$ cat src/rtl/sdram_port_arbiter_pkg.sv
// rtl/sdram_port_arbiter_pkg.sv - shared port indices and defaults for the SDRAM port arbiter
package sdram_port_arbiter_pkg;

  localparam int NUM_PORTS = 4;
  localparam int AW_DEF    = 25;
  localparam int DW_DEF    = 128;

  localparam logic [1:0] PORT_CAM    = 2'd0;
  localparam logic [1:0] PORT_VGA    = 2'd1;
  localparam logic [1:0] PORT_HDR_RD = 2'd2;
  localparam logic [1:0] PORT_HDR_WR = 2'd3;

  // Round-robin successor among the three non-camera ports.
  function automatic logic [1:0] rr_next(input logic [1:0] p);
    case (p)
      PORT_VGA:    rr_next = PORT_HDR_RD;
      PORT_HDR_RD: rr_next = PORT_HDR_WR;
      default:     rr_next = PORT_VGA;
    endcase
  endfunction

endpackage

$ cat src/rtl/sdram_port_arbiter_if.sv
// rtl/sdram_port_arbiter_if.sv - requester and SDRAM controller signals of the port arbiter
interface sdram_port_arbiter_if
  import sdram_port_arbiter_pkg::*;
#(
  parameter int AW = AW_DEF,
  parameter int DW = DW_DEF
) ();

  logic          cam_wr_req;
  logic [AW-1:0] cam_wr_addr;
  logic [DW-1:0] cam_wr_data;
  logic          vga_rd_req;
  logic [AW-1:0] vga_rd_addr;
  logic          hdr_rd_req;
  logic [AW-1:0] hdr_rd_addr;
  logic          hdr_wr_req;
  logic [AW-1:0] hdr_wr_addr;
  logic [DW-1:0] hdr_wr_data;
  logic [3:0]    port_ack;
  logic          vga_rd_valid;
  logic          hdr_rd_valid;
  logic [DW-1:0] rd_data;
  logic          ram_cmd_valid;
  logic          ram_cmd_we;
  logic [AW-1:0] ram_addr;
  logic [DW-1:0] ram_wdata;
  logic          ram_cmd_ready;
  logic          ram_rd_valid;
  logic [DW-1:0] ram_rd_data;
  logic [3:0]    err_overflow;
  logic          err_spurious;

  modport slave (
    input  cam_wr_req, cam_wr_addr, cam_wr_data, vga_rd_req, vga_rd_addr,
           hdr_rd_req, hdr_rd_addr, hdr_wr_req, hdr_wr_addr, hdr_wr_data,
           ram_cmd_ready, ram_rd_valid, ram_rd_data,
    output port_ack, vga_rd_valid, hdr_rd_valid, rd_data,
           ram_cmd_valid, ram_cmd_we, ram_addr, ram_wdata, err_overflow, err_spurious
  );

  modport master (
    output cam_wr_req, cam_wr_addr, cam_wr_data, vga_rd_req, vga_rd_addr,
           hdr_rd_req, hdr_rd_addr, hdr_wr_req, hdr_wr_addr, hdr_wr_data,
           ram_cmd_ready, ram_rd_valid, ram_rd_data,
    input  port_ack, vga_rd_valid, hdr_rd_valid, rd_data,
           ram_cmd_valid, ram_cmd_we, ram_addr, ram_wdata, err_overflow, err_spurious
  );

endinterface

$ cat src/rtl/sdram_tag_fifo.sv
// rtl/sdram_tag_fifo.sv - in-order tag FIFO recording which port owns each outstanding read
module sdram_tag_fifo #(
  parameter int W     = 1,
  parameter int DEPTH = 4
) (
  input  logic                     clk,
  input  logic                     rst_n,
  input  logic                     push,
  input  logic [W-1:0]             push_data,
  input  logic                     pop,
  output logic [W-1:0]             rd_data,
  output logic                     full,
  output logic                     empty,
  output logic [$clog2(DEPTH):0]   count
);

  localparam int PW = $clog2(DEPTH);

  logic [W-1:0]  mem_q [DEPTH];
  logic [W-1:0]  mem_d [DEPTH];
  logic [PW-1:0] wptr_q, wptr_d;
  logic [PW-1:0] rptr_q, rptr_d;
  logic [PW:0]   count_q, count_d;
  logic          do_push, do_pop;

  assign full    = (count_q == (PW+1)'(DEPTH));
  assign empty   = (count_q == '0);
  assign count   = count_q;
  assign rd_data = mem_q[rptr_q];
  assign do_push = push && !full;
  assign do_pop  = pop && !empty;

  always_comb begin
    mem_d   = mem_q;
    wptr_d  = wptr_q;
    rptr_d  = rptr_q;
    count_d = count_q;
    if (do_push) begin
      mem_d[wptr_q] = push_data;
      wptr_d        = wptr_q + PW'(1);
    end
    if (do_pop) begin
      rptr_d = rptr_q + PW'(1);
    end
    if (do_push && !do_pop) begin
      count_d = count_q + (PW+1)'(1);
    end else if (do_pop && !do_push) begin
      count_d = count_q - (PW+1)'(1);
    end
  end

  always_ff @(posedge clk) begin
    if (!rst_n) begin
      for (int i = 0; i < DEPTH; i++) mem_q[i] <= '0;
      wptr_q  <= '0;
      rptr_q  <= '0;
      count_q <= '0;
    end else begin
      mem_q   <= mem_d;
      wptr_q  <= wptr_d;
      rptr_q  <= rptr_d;
      count_q <= count_d;
    end
  end

endmodule

$ cat src/rtl/sdram_port_arbiter.sv
// rtl/sdram_port_arbiter.sv - four-port SDRAM command arbiter: camera priority, round-robin for the rest
module sdram_port_arbiter
  import sdram_port_arbiter_pkg::*;
#(
  parameter int AW              = AW_DEF,
  parameter int DW              = DW_DEF,
  parameter int MAX_OUTSTANDING = 4
) (
  input logic               clk,
  input logic               rst_n,
  sdram_port_arbiter_if.slave bus
);

  localparam int CW = $clog2(MAX_OUTSTANDING) + 1;

  logic [NUM_PORTS-1:0] req;
  logic [AW-1:0]        req_addr [NUM_PORTS];

  logic [NUM_PORTS-1:0] slot_vld_q, slot_vld_d;
  logic [AW-1:0]        slot_addr_q [NUM_PORTS];
  logic [AW-1:0]        slot_addr_d [NUM_PORTS];
  logic [DW-1:0]        cam_data_q, cam_data_d;
  logic [DW-1:0]        hdrw_data_q, hdrw_data_d;
  logic [NUM_PORTS-1:0] load, freed, elig;

  logic                 cmd_valid_q, cmd_valid_d;
  logic                 cmd_we_q, cmd_we_d;
  logic [AW-1:0]        cmd_addr_q, cmd_addr_d;
  logic [DW-1:0]        cmd_wdata_q, cmd_wdata_d;
  logic [1:0]           cmd_port_q, cmd_port_d;
  logic [1:0]           rr_ptr_q, rr_ptr_d;

  logic [3:0]           port_ack_q, port_ack_d;
  logic                 vga_rd_valid_q, vga_rd_valid_d;
  logic                 hdr_rd_valid_q, hdr_rd_valid_d;
  logic [DW-1:0]        rd_data_q, rd_data_d;
  logic [3:0]           err_ovf_q, err_ovf_d;
  logic                 err_spur_q, err_spur_d;

  logic                 accept, stage_free, tag_ok;
  logic                 gnt_vld;
  logic [1:0]           gnt_port, cand;
  logic                 tag_push, tag_pop, tag_rd, tag_full, tag_empty;
  logic [CW-1:0]        tag_count;

  assign req         = {bus.hdr_wr_req, bus.hdr_rd_req, bus.vga_rd_req, bus.cam_wr_req};
  assign req_addr[0] = bus.cam_wr_addr;
  assign req_addr[1] = bus.vga_rd_addr;
  assign req_addr[2] = bus.hdr_rd_addr;
  assign req_addr[3] = bus.hdr_wr_addr;

  assign accept     = cmd_valid_q && bus.ram_cmd_ready;
  assign stage_free = !cmd_valid_q || bus.ram_cmd_ready;

  // Tag 1 marks an HDR read, 0 a VGA read.
  assign tag_push = accept && !cmd_we_q;
  assign tag_pop  = bus.ram_rd_valid && !tag_empty;
  // A read may only be staged if its tag will fit, including the tag pushed on this edge.
  assign tag_ok   = !(tag_full || (tag_push && (tag_count == CW'(MAX_OUTSTANDING - 1))));

  sdram_tag_fifo #(.W(1), .DEPTH(MAX_OUTSTANDING)) u_tag_fifo (
    .clk       (clk),
    .rst_n     (rst_n),
    .push      (tag_push),
    .push_data (cmd_port_q == PORT_HDR_RD),
    .pop       (tag_pop),
    .rd_data   (tag_rd),
    .full      (tag_full),
    .empty     (tag_empty),
    .count     (tag_count)
  );

  // A slot stays full while its command sits in the output stage; it frees on acceptance.
  always_comb begin
    slot_vld_d  = slot_vld_q;
    slot_addr_d = slot_addr_q;
    err_ovf_d   = err_ovf_q;
    load        = '0;
    freed       = '0;
    for (int i = 0; i < NUM_PORTS; i++) begin
      freed[i] = accept && (cmd_port_q == 2'(i));
      if (freed[i]) slot_vld_d[i] = 1'b0;
      if (req[i]) begin
        if (slot_vld_q[i] && !freed[i]) begin
          err_ovf_d[i] = 1'b1;
        end else begin
          load[i]        = 1'b1;
          slot_vld_d[i]  = 1'b1;
          slot_addr_d[i] = req_addr[i];
        end
      end
    end
    cam_data_d  = load[PORT_CAM]    ? bus.cam_wr_data : cam_data_q;
    hdrw_data_d = load[PORT_HDR_WR] ? bus.hdr_wr_data : hdrw_data_q;
  end

  always_comb begin
    elig = '0;
    for (int i = 0; i < NUM_PORTS; i++) begin
      elig[i] = slot_vld_q[i] && !(cmd_valid_q && (cmd_port_q == 2'(i)));
      if ((2'(i) == PORT_VGA) || (2'(i) == PORT_HDR_RD)) elig[i] = elig[i] && tag_ok;
    end
  end

  always_comb begin
    gnt_vld  = 1'b0;
    gnt_port = PORT_CAM;
    cand     = rr_ptr_q;
    if (elig[PORT_CAM]) begin
      gnt_vld = 1'b1;
    end else begin
      for (int k = 0; k < 3; k++) begin
        if (!gnt_vld && elig[cand]) begin
          gnt_vld  = 1'b1;
          gnt_port = cand;
        end
        cand = rr_next(cand);
      end
    end
  end

  always_comb begin
    cmd_valid_d = cmd_valid_q;
    cmd_we_d    = cmd_we_q;
    cmd_addr_d  = cmd_addr_q;
    cmd_wdata_d = cmd_wdata_q;
    cmd_port_d  = cmd_port_q;
    rr_ptr_d    = rr_ptr_q;
    if (stage_free) begin
      cmd_valid_d = gnt_vld;
      if (gnt_vld) begin
        cmd_we_d   = (gnt_port == PORT_CAM) || (gnt_port == PORT_HDR_WR);
        cmd_addr_d = slot_addr_q[gnt_port];
        cmd_port_d = gnt_port;
        if (gnt_port == PORT_CAM)         cmd_wdata_d = cam_data_q;
        else if (gnt_port == PORT_HDR_WR) cmd_wdata_d = hdrw_data_q;
        else                              cmd_wdata_d = '0;
        if (gnt_port != PORT_CAM) rr_ptr_d = rr_next(gnt_port);
      end
    end
  end

  always_comb begin
    port_ack_d     = accept ? (4'b0001 << cmd_port_q) : 4'b0000;
    vga_rd_valid_d = tag_pop && !tag_rd;
    hdr_rd_valid_d = tag_pop && tag_rd;
    rd_data_d      = tag_pop ? bus.ram_rd_data : rd_data_q;
    err_spur_d     = err_spur_q || (bus.ram_rd_valid && tag_empty);
  end

  always_ff @(posedge clk) begin
    if (!rst_n) begin
      slot_vld_q <= '0;
      for (int i = 0; i < NUM_PORTS; i++) slot_addr_q[i] <= '0;
      cam_data_q     <= '0;
      hdrw_data_q    <= '0;
      cmd_valid_q    <= 1'b0;
      cmd_we_q       <= 1'b0;
      cmd_addr_q     <= '0;
      cmd_wdata_q    <= '0;
      cmd_port_q     <= PORT_CAM;
      rr_ptr_q       <= PORT_VGA;
      port_ack_q     <= '0;
      vga_rd_valid_q <= 1'b0;
      hdr_rd_valid_q <= 1'b0;
      rd_data_q      <= '0;
      err_ovf_q      <= '0;
      err_spur_q     <= 1'b0;
    end else begin
      slot_vld_q     <= slot_vld_d;
      slot_addr_q    <= slot_addr_d;
      cam_data_q     <= cam_data_d;
      hdrw_data_q    <= hdrw_data_d;
      cmd_valid_q    <= cmd_valid_d;
      cmd_we_q       <= cmd_we_d;
      cmd_addr_q     <= cmd_addr_d;
      cmd_wdata_q    <= cmd_wdata_d;
      cmd_port_q     <= cmd_port_d;
      rr_ptr_q       <= rr_ptr_d;
      port_ack_q     <= port_ack_d;
      vga_rd_valid_q <= vga_rd_valid_d;
      hdr_rd_valid_q <= hdr_rd_valid_d;
      rd_data_q      <= rd_data_d;
      err_ovf_q      <= err_ovf_d;
      err_spur_q     <= err_spur_d;
    end
  end

  assign bus.port_ack      = port_ack_q;
  assign bus.vga_rd_valid  = vga_rd_valid_q;
  assign bus.hdr_rd_valid  = hdr_rd_valid_q;
  assign bus.rd_data       = rd_data_q;
  assign bus.ram_cmd_valid = cmd_valid_q;
  assign bus.ram_cmd_we    = cmd_we_q;
  assign bus.ram_addr      = cmd_addr_q;
  assign bus.ram_wdata     = cmd_wdata_q;
  assign bus.err_overflow  = err_ovf_q;
  assign bus.err_spurious  = err_spur_q;

endmodule

$ cat src/flat_wrapper.sv
// flat-port wrapper written by rule: the top's interface ports become plain ports
module sdram_port_arbiter_flat import sdram_port_arbiter_pkg::*;
#(
  parameter int AW              = AW_DEF,
  parameter int DW              = DW_DEF,
  parameter int MAX_OUTSTANDING = 4
)
  (clk, rst_n, bus_cam_wr_req, bus_cam_wr_addr, bus_cam_wr_data, bus_vga_rd_req, bus_vga_rd_addr, bus_hdr_rd_req, bus_hdr_rd_addr, bus_hdr_wr_req, bus_hdr_wr_addr, bus_hdr_wr_data, bus_ram_cmd_ready, bus_ram_rd_valid, bus_ram_rd_data, bus_port_ack, bus_vga_rd_valid, bus_hdr_rd_valid, bus_rd_data, bus_ram_cmd_valid, bus_ram_cmd_we, bus_ram_addr, bus_ram_wdata, bus_err_overflow, bus_err_spurious);
  sdram_port_arbiter_if #(.AW(AW), .DW(DW)) bus_i ();
  input logic clk;
  input logic rst_n;
  input wire logic [$bits(bus_i.cam_wr_req)-1:0] bus_cam_wr_req;
  input wire logic [$bits(bus_i.cam_wr_addr)-1:0] bus_cam_wr_addr;
  input wire logic [$bits(bus_i.cam_wr_data)-1:0] bus_cam_wr_data;
  input wire logic [$bits(bus_i.vga_rd_req)-1:0] bus_vga_rd_req;
  input wire logic [$bits(bus_i.vga_rd_addr)-1:0] bus_vga_rd_addr;
  input wire logic [$bits(bus_i.hdr_rd_req)-1:0] bus_hdr_rd_req;
  input wire logic [$bits(bus_i.hdr_rd_addr)-1:0] bus_hdr_rd_addr;
  input wire logic [$bits(bus_i.hdr_wr_req)-1:0] bus_hdr_wr_req;
  input wire logic [$bits(bus_i.hdr_wr_addr)-1:0] bus_hdr_wr_addr;
  input wire logic [$bits(bus_i.hdr_wr_data)-1:0] bus_hdr_wr_data;
  input wire logic [$bits(bus_i.ram_cmd_ready)-1:0] bus_ram_cmd_ready;
  input wire logic [$bits(bus_i.ram_rd_valid)-1:0] bus_ram_rd_valid;
  input wire logic [$bits(bus_i.ram_rd_data)-1:0] bus_ram_rd_data;
  output wire logic [$bits(bus_i.port_ack)-1:0] bus_port_ack;
  output wire logic [$bits(bus_i.vga_rd_valid)-1:0] bus_vga_rd_valid;
  output wire logic [$bits(bus_i.hdr_rd_valid)-1:0] bus_hdr_rd_valid;
  output wire logic [$bits(bus_i.rd_data)-1:0] bus_rd_data;
  output wire logic [$bits(bus_i.ram_cmd_valid)-1:0] bus_ram_cmd_valid;
  output wire logic [$bits(bus_i.ram_cmd_we)-1:0] bus_ram_cmd_we;
  output wire logic [$bits(bus_i.ram_addr)-1:0] bus_ram_addr;
  output wire logic [$bits(bus_i.ram_wdata)-1:0] bus_ram_wdata;
  output wire logic [$bits(bus_i.err_overflow)-1:0] bus_err_overflow;
  output wire logic [$bits(bus_i.err_spurious)-1:0] bus_err_spurious;
  assign bus_i.cam_wr_req = bus_cam_wr_req;
  assign bus_i.cam_wr_addr = bus_cam_wr_addr;
  assign bus_i.cam_wr_data = bus_cam_wr_data;
  assign bus_i.vga_rd_req = bus_vga_rd_req;
  assign bus_i.vga_rd_addr = bus_vga_rd_addr;
  assign bus_i.hdr_rd_req = bus_hdr_rd_req;
  assign bus_i.hdr_rd_addr = bus_hdr_rd_addr;
  assign bus_i.hdr_wr_req = bus_hdr_wr_req;
  assign bus_i.hdr_wr_addr = bus_hdr_wr_addr;
  assign bus_i.hdr_wr_data = bus_hdr_wr_data;
  assign bus_i.ram_cmd_ready = bus_ram_cmd_ready;
  assign bus_i.ram_rd_valid = bus_ram_rd_valid;
  assign bus_i.ram_rd_data = bus_ram_rd_data;
  assign bus_port_ack = bus_i.port_ack;
  assign bus_vga_rd_valid = bus_i.vga_rd_valid;
  assign bus_hdr_rd_valid = bus_i.hdr_rd_valid;
  assign bus_rd_data = bus_i.rd_data;
  assign bus_ram_cmd_valid = bus_i.ram_cmd_valid;
  assign bus_ram_cmd_we = bus_i.ram_cmd_we;
  assign bus_ram_addr = bus_i.ram_addr;
  assign bus_ram_wdata = bus_i.ram_wdata;
  assign bus_err_overflow = bus_i.err_overflow;
  assign bus_err_spurious = bus_i.err_spurious;
  sdram_port_arbiter #(.AW(AW), .DW(DW), .MAX_OUTSTANDING(MAX_OUTSTANDING)) u_core (.clk(clk), .rst_n(rst_n), .bus(bus_i));
endmodule
$ cat config.mk
export PLATFORM = sky130hd
export DESIGN_NAME = sdram_port_arbiter_flat
export DESIGN_NICKNAME = d
export VERILOG_FILES = /design/src/rtl/sdram_port_arbiter_pkg.sv /design/src/rtl/sdram_port_arbiter_if.sv /design/src/rtl/sdram_tag_fifo.sv /design/src/rtl/sdram_port_arbiter.sv /design/src/flat_wrapper.sv
export SDC_FILE = /design/constraint.sdc
export NUM_CORES = 1
export LEC_CHECK = 0
export CORE_AREA = 2 2 309 311
export CTS_CLUSTER_SIZE = 20
export DETAILED_ROUTE_END_ITERATION = 10
export DIE_AREA = 0 0 311 313
export PLACE_DENSITY = 0.64
export SETUP_SLACK_MARGIN = 0.5
export SYNTH_ARGS = -nofsm -noshare
export SYNTH_HDL_FRONTEND = slang
export SYNTH_SLANG_ARGS = --single-unit
$ cat constraint.sdc
create_clock -name clk -period 4.4 [get_ports clk]
set_clock_uncertainty 0.2 [all_clocks]
set_input_delay 0.88 -clock clk [delete_from_list [all_inputs] [get_ports clk]]
set_output_delay 0.88 -clock clk [all_outputs]
set_load 0.005 [all_outputs]
==> flow_summary.json, run 1 <==
{
  "outcome": "completed",
  "initial_core_util_pct": 29.5,
  "die_x_um": 311,
  "gp_congestion": 0.872,
  "cts_tree": "done",
  "syn_area_sq_mm": 0.0278,
  "rsz0062_at_grt": "false",
  "antenna_found_initial": 21,
  "setup_viol": 0,
  "synth_top_cell_area_share_pct": 48.2,
  "synth_most_common_cell": "nand2_1",
  "grt_use_total_pct": 19.4,
  "ioPinCount": 786,
  "pre_cts_ws_ps": 114,
  "power_uw": 22600,
  "grt_max_degree": 212,
  "drc": 0,
  "fin_area_sq_mm": 0.0396,
  "die_h_um": 313,
  "cp-start-kind": "input port",
  "postSynth.asyncResetShare_pct": 0,
  "first_pass_iters": 6,
  "synth_top_cell_by_area": "dfxtp_1",
  "critPathMaxFanout": 33,
  "p_leak_uw": 0.0149,
  "drt_wl_total_mm": 98.2,
  "drtIter0Drc": 1439,
  "via_per_inst": 4.78,
  "max-slew-margin-rel_pct": 29.0,
  "dpl-instance-area_sq_mm": 0.0371,
  "hold_buffers": 0,
  "path_class": "input port to flop",
  "setup_ws_ps": 663,
  "grt_pass1_wl_mm": 148,
  "cts.sinks": 669,
  "stdcell_count": 5313,
  "path_clk_slew_ps": 60,
  "port_buffers": 785,
  "crit_arrival_ps": 4050,
  "synth_edf_count": 0,
  "area_delta_synth_final_pct": 42.5,
  "dpl.cell_count": 5174,
  "drv_slew": 0,
  "max_freq_ghz": 0.268,
  "drive_gt1_share_pct": 5.75,
  "fin_crit_sh_pct": 84.9,
  "cts.repair.resized": 1,
  "synth_ff_type": "dfxtp_1",
  "grt_pass1_vias": 24300,
  "row_count": 113,
  "tightest_slew_ps": 1060,
  "cts_max_level": 3,
  "peakVddDrop_uv": 335,
  "fin_nets": 4489,
  "end_kind": "flop",
  "grt-ovfl-total": 0,
  "root_buffer": "clkbuf_16",
  "worstSkewPairLatency_ps": 640,
  "period_needed_ps": 3740,
  "vias": 25400,
  "min_path_type": "flop to flop",
  "netlist_top_cells_count": "1319 x nand2_1, 669 x dfxtp_1, 490 x a21boi_0",
  "power_density_mw_per_mm2": 572,
  "cts_setup_buffers": 0,
  "hpwl_mm": 68.2,
  "yosysUniqueCellTypes": 62,
  "seq_area_frac_synth_pct": 48.2,
  "ys_ff_latch": 669,
  "finalHoldViolations": 0,
  "syn-num-nets": 3838,
  "syn_area_per_cell_sq_um": 8.33,
  "drtAntennaViolNets": 0,
  "synth_cells": 3335,
  "yosys-top-cells-area": "dfxtp_1 48%, nand2_1 18%, a21boi_0 13%, o211a_1 4.6%, o211ai_1 4.3%",
  "dieArea_sq_mm": 0.0973,
  "clockBufferDepth": 3,
  "setup_tns_ps": 0,
  "fp.coreArea_sq_mm": 0.0942,
  "yosys_warnings": 0,
  "maxCapViolCount": 0,
  "routedWlPerCell_um": 18.5,
  "cts-buffers-inserted": 75,
  "required_ps": 4710
}
## report_power, final
group	switching [uW]	leakage [uW]	total [uW]	internal, uW
clock	2570	0.00120	6380	3810
combinational	4640	0.00822	8480	3840
sequential	652	0.00549	7770	7120
## cells in the final DEF (no fill, tap or decap), types with 16 or more instances in the layout
master | synthesis | routed
a211oi_1 | 25 | 25
a21boi_0 | 490 | 490
buf_12 | 2 | 32
buf_4 | 3 | 43
clkbuf_1 | 252 | 23
clkbuf_16 | 0 | 77
clkdlybuf4s50_1 | 0 | 784
dfxtp_1 | 669 | 668
inv_1 | 36 | 35
mux2i_1 | 28 | 28
nand2_1 | 1319 | 1318
nand4_1 | 26 | 26
o211a_1 | 129 | 129
o211ai_1 | 160 | 160
o211ai_2 | 18 | 18
o21ai_0 | 16 | 16
o21ai_1 | 17 | 16
## worst paths after layout
path,start,to,slack (ps),depth (start not counted)
worst max-delay path,bus_ram_cmd_ready,u_core.bus.ram_wdata[76]$_SDFFE_PN0P_,660,14
worst min-delay path,u_core.bus.rd_data[65]$_SDFFE_PN0P_,u_core.bus.rd_data[65]$_SDFFE_PN0P_,260,2
worst max register to register,u_core.bus.ram_cmd_valid$_SDFFE_PN0P_,u_core.bus.ram_wdata[116]$_SDFFE_PN0P_,770,13
worst min register to register,u_core.bus.rd_data[65]$_SDFFE_PN0P_,u_core.bus.rd_data[65]$_SDFFE_PN0P_,260,2
## critical path: stages
cell and delay, ps:
clkdlybuf4s50_1 490, nand3b_1 150, o31a_2 370, a41o_1 230
a32o_1 240, a221o_1 320, a21oi_4 230, inv_1 120
ha_4 200, buf_12 160, buf_12 220, nand2_1 80
o211ai_1 90, o211a_1 190
## area by class of cell
type / count / area, sq um
Antenna cell: 11 / 27.5
Clock buffer: 115 / 2220
Clock inverter: 13 / 223
Fill cell: 9494 / 54600
Inverter: 36 / 138
Multi-Input combinational cell: 2344 / 13200
Sequential cell: 669 / 13400
Tap cell: 1265 / 1580
Timing Repair Buffer: 860 / 8830
## layer usage
| layer | part of all wire, % | GRT usage [%] | up-vias | routed length (um) |
|---|---|---|---|---|
| met2 | 47 | 32.2 | 756 | 46100 |
| met1 | 43 | 23.8 | 11900 | 41900 |
| met4 | 3.7 | 8.71 | 18 | 3630 |
| met3 | 6.6 | 5.04 | 173 | 6460 |
| met5 | 0.11 | 0 | - | 110 |
| li1 | - | - | 12500 | - |
## cells by family (layout without fill, tap and decap cells)
kind of cell               Yosys count  after routing  share of synthesized area [%]
xor gates and xnor gates             5              5                          0.158
other                                0             11                              0
AOI/OAI and AO/OA                  895            895                           25.6
muxes                               30             30                           1.13
DFF                                669            669                           48.2
buffers and inverters              322           1024                           4.71
and+or+nand+nor                   1403           1403                           19.7
adders and majority gates           11             11                          0.522
## registers in the layout (all words and copies together), names as in the netlist, 3 cells and up
signal and count:
u_core.cam_data_q 128, u_core.slot_addr_q 100, u_core.u_tag_fifo.mem_q 4, u_core.slot_vld_q 4, u_core.u_tag_fifo.count 3, u_core.bus.err_overflow 4, u_core.bus.rd_data 128, u_core.hdrw_data_q 128
u_core.bus.ram_wdata 128, u_core.bus.ram_addr 25, u_core.bus.port_ack 4
## stage by stage
stage               utilization [%]  hold WS (ps)
finish                         42.1           261
global route                   42.1           278
detailed placement             39.4           257
floorplan                         -           240
CTS                            42.0           265
global placement               39.4           250
Power figures use the tool's default switching activity.
==> run 2: changes to the inputs <==
--- a/config.mk
+++ b/config.mk
@@ -5,11 +5,11 @@
 export SDC_FILE = /design/constraint.sdc
 export NUM_CORES = 1
 export LEC_CHECK = 0
-export CORE_AREA = 2 2 309 311
+export CORE_AREA = 2 2 304 306
 export CTS_CLUSTER_SIZE = 20
 export DETAILED_ROUTE_END_ITERATION = 10
-export DIE_AREA = 0 0 311 313
-export PLACE_DENSITY = 0.64
+export DIE_AREA = 0 0 306 308
+export PLACE_DENSITY = 0.67
 export SETUP_SLACK_MARGIN = 0.5
 export SYNTH_ARGS = -nofsm -noshare
 export SYNTH_HDL_FRONTEND = slang
==> constraint.sdc (replaced) <==
create_clock -name clk -period 3.25 [get_ports clk]
set_clock_uncertainty 0.2 [all_clocks]
set_input_delay 0.65 -clock clk [delete_from_list [all_inputs] [get_ports clk]]
set_output_delay 0.65 -clock clk [all_outputs]
set_load 0.005 [all_outputs]
==> run 2 against run 1 <==
Compared with the run above:
- the flow now finishes with violations (setup timing)
- die area is 3.2% lower
- final area up 7.8%
- sequential share of layout area decreased by 2.4 points
- clock-buffer cell count shrank 13
- final cell count increased by 2.0%
- critical path type is now flop to flop
- total power is 62% higher
==> flow_summary.json, run 2 (synthesis results as in run 1) <==
{
  "outcome": "finished, violations left",
  "violations": "setup timing",
  "hold_buffers": 0,
  "maxCapViolCount": 0,
  "port_buffers": 785,
  "antenna_found_initial": 8,
  "tightest_slew_ps": 1020,
  "cts.sinks": 669,
  "setup_ws_ps": -262,
  "fin_crit_sh_pct": 108,
  "power_density_mw_per_mm2": 859,
  "reg2reg_depth": 17,
  "r2r_start": "u_core.bus.ram_cmd_valid$_SDFFE_PN0P_",
  "end_kind": "flop",
  "cts_max_level": 3,
  "drc": 0,
  "min_path_type": "input port to flop",
  "vias": 26400,
  "clockBufferDepth": 3,
  "drtIter0Drc": 1844,
  "r2r-end": "u_core.bus.ram_wdata[65]$_SDFFE_PN0P_",
  "drt_wl_total_mm": 106,
  "die_h_um": 308,
  "whs_endpoint": "u_core.bus.ram_wdata[126]$_SDFFE_PN0P_",
  "drive_gt1_share_pct": 12.5,
  "area_delta_synth_final_pct": 53.6,
  "path_clk_slew_ps": 60,
  "cp-start-kind": "flop",
  "grt_use_total_pct": 20.2,
  "grt-ovfl-total": 0,
  "final_common_cell": "nand2_1",
  "peakVddDrop_uv": 404,
  "grt_max_degree": 214,
  "setup_viol": 130,
  "hpwl_mm": 69.4,
  "worstHoldStart": "rst_n",
  "cts-buffers-inserted": 76,
  "min_path_cells": 2,
  "routedWlPerCell_um": 19.5,
  "setup_tns_ps": -25630,
  "via_per_inst": 4.87,
  "required_ps": 3600,
  "gp_congestion": 0.852,
  "p_leak_uw": 0.0164,
  "period_needed_ps": 3510,
  "worstSkewPairLatency_ps": 620,
  "whs_ps": 173,
  "max-slew-margin-rel_pct": 32.1,
  "final_cell_mix": "1267 x nand2_1, 783 x clkdlybuf4s50_1, 666 x dfxtp_1, 488 x a21boi_0, 160 x o211ai_1",
  "grt_pass1_wl_mm": 149,
  "rsz0062_at_grt": "true",
  "r2r_slack_ps": -260,
  "cts_tree": "done",
  "row_count": 111,
  "crit_arrival_ps": 3860,
  "root_buffer": "clkbuf_16",
  "grt_pass1_vias": 24800,
  "drtAntennaViolNets": 0,
  "drv_slew": 0,
  "die_x_um": 306,
  "fillCellCount": 8506,
  "max_freq_ghz": 0.285,
  "initial_core_util_pct": 30.5,
  "ioPinCount": 786,
  "critPathMaxFanout": 7,
  "fp.coreArea_sq_mm": 0.0910,
  "fin_nets": 4672,
  "finalHoldViolations": 0,
  "path_class": "flop to flop",
  "dieArea_sq_mm": 0.0942,
  "first_pass_iters": 6
}
run 2: per-stage QoR:
step / area (sq um) / instances / power [uW] / setup slack (ps) / util, %
2_1_floorplan: 28100 / 3335 / 17300 / -300 / -
3_3_place_gp: 38000 / 5190 / 23400 / -843 / 41.7
5_1_grt: 42700 / 5418 / 38400 / -400 / 46.9
6_report: 42700 / 5420 / 36700 / -262 / 46.9
4_1_cts: 41000 / 5350 / 33400 / -180 / 45.1
3_5_place_dp: 38000 / 5190 / 23500 / -900 / 41.7
run 2: worst max path at each step:
stage	start	slack, ps	cells after the start	to
floorplan	bus_ram_cmd_ready	-300	17	u_core.bus.ram_wdata[48]$_SDFFE_PN0P_
global placement	bus_ram_cmd_ready	-840	15	u_core.bus.ram_wdata[62]$_SDFFE_PN0P_
detailed placement	bus_ram_cmd_ready	-900	9	u_core.bus.ram_addr[10]$_SDFFE_PN0P_
CTS	u_core.rr_ptr_q[0]$_SDFFE_PN1P_	-180	15	u_core.bus.ram_wdata[90]$_SDFFE_PN0P_
global route	u_core.bus.ram_cmd_valid$_SDFFE_PN0P_	-400	17	u_core.bus.ram_wdata[109]$_SDFFE_PN0P_
finish	u_core.bus.ram_cmd_valid$_SDFFE_PN0P_	-260	17	u_core.bus.ram_wdata[65]$_SDFFE_PN0P_
run 2: what timing repair did:
| action | 4_1_cts | 5_1_grt |
|---|---|---|
| gates cloned | 4 | 34 |
| setup buffers | 20 | 29 |
| endpoints found under the setup margin | 157 | 159 |
| resized for setup | 53 | 152 |
| pin swaps | 29 | 66 |
run 2: worst max-delay path, stage by stage, from the launching register on:
cell      delay (ps)
dfxtp_2          340
buf_6            120
nand3b_1         190
o31a_2           380
a41o_1           230
a32oi_2          230
buf_4            160
o21ai_4           70
buf_6            130
or2_4            260
inv_4             70
ha_4             260
buf_12           180
buf_12           120
buf_12           100
nand2_4           40
o211ai_1         180
o211a_1          180
run 2: routing by layer:
| metal | share of wire (%) | wire (um) | track usage [%] | up-vias |
|---|---|---|---|---|
| met5 | 0.024 | 25 | 0 | - |
| met4 | 2.5 | 2680 | 5.87 | 4 |
| met3 | 6.2 | 6620 | 4.65 | 151 |
| met2 | 48 | 51300 | 34.9 | 792 |
| met1 | 43 | 45300 | 24.9 | 12500 |
| li1 | - | - | - | 12900 |
run 2: final cells by class:
| type | instances | area [sq um] | area share (%) |
|---|---|---|---|
| multi-input combinational | 2345 | 13800 | 32.4 |
| sequential | 669 | 13400 | 31.4 |
| timing repair buffer | 1041 | 11200 | 26.3 |
| clock buffer | 102 | 2160 | 5.06 |
| tap | 1186 | 1480 | 3.48 |
| clock inverter | 34 | 424 | 0.994 |
| inverter | 36 | 150 | 0.352 |
| antenna | 7 | 17.5 | 0.0410 |
run 2: power by group:
part	switching, uW	internal, uW
registers	1000	9650
logic	8260	8820
clock network	3610	5330
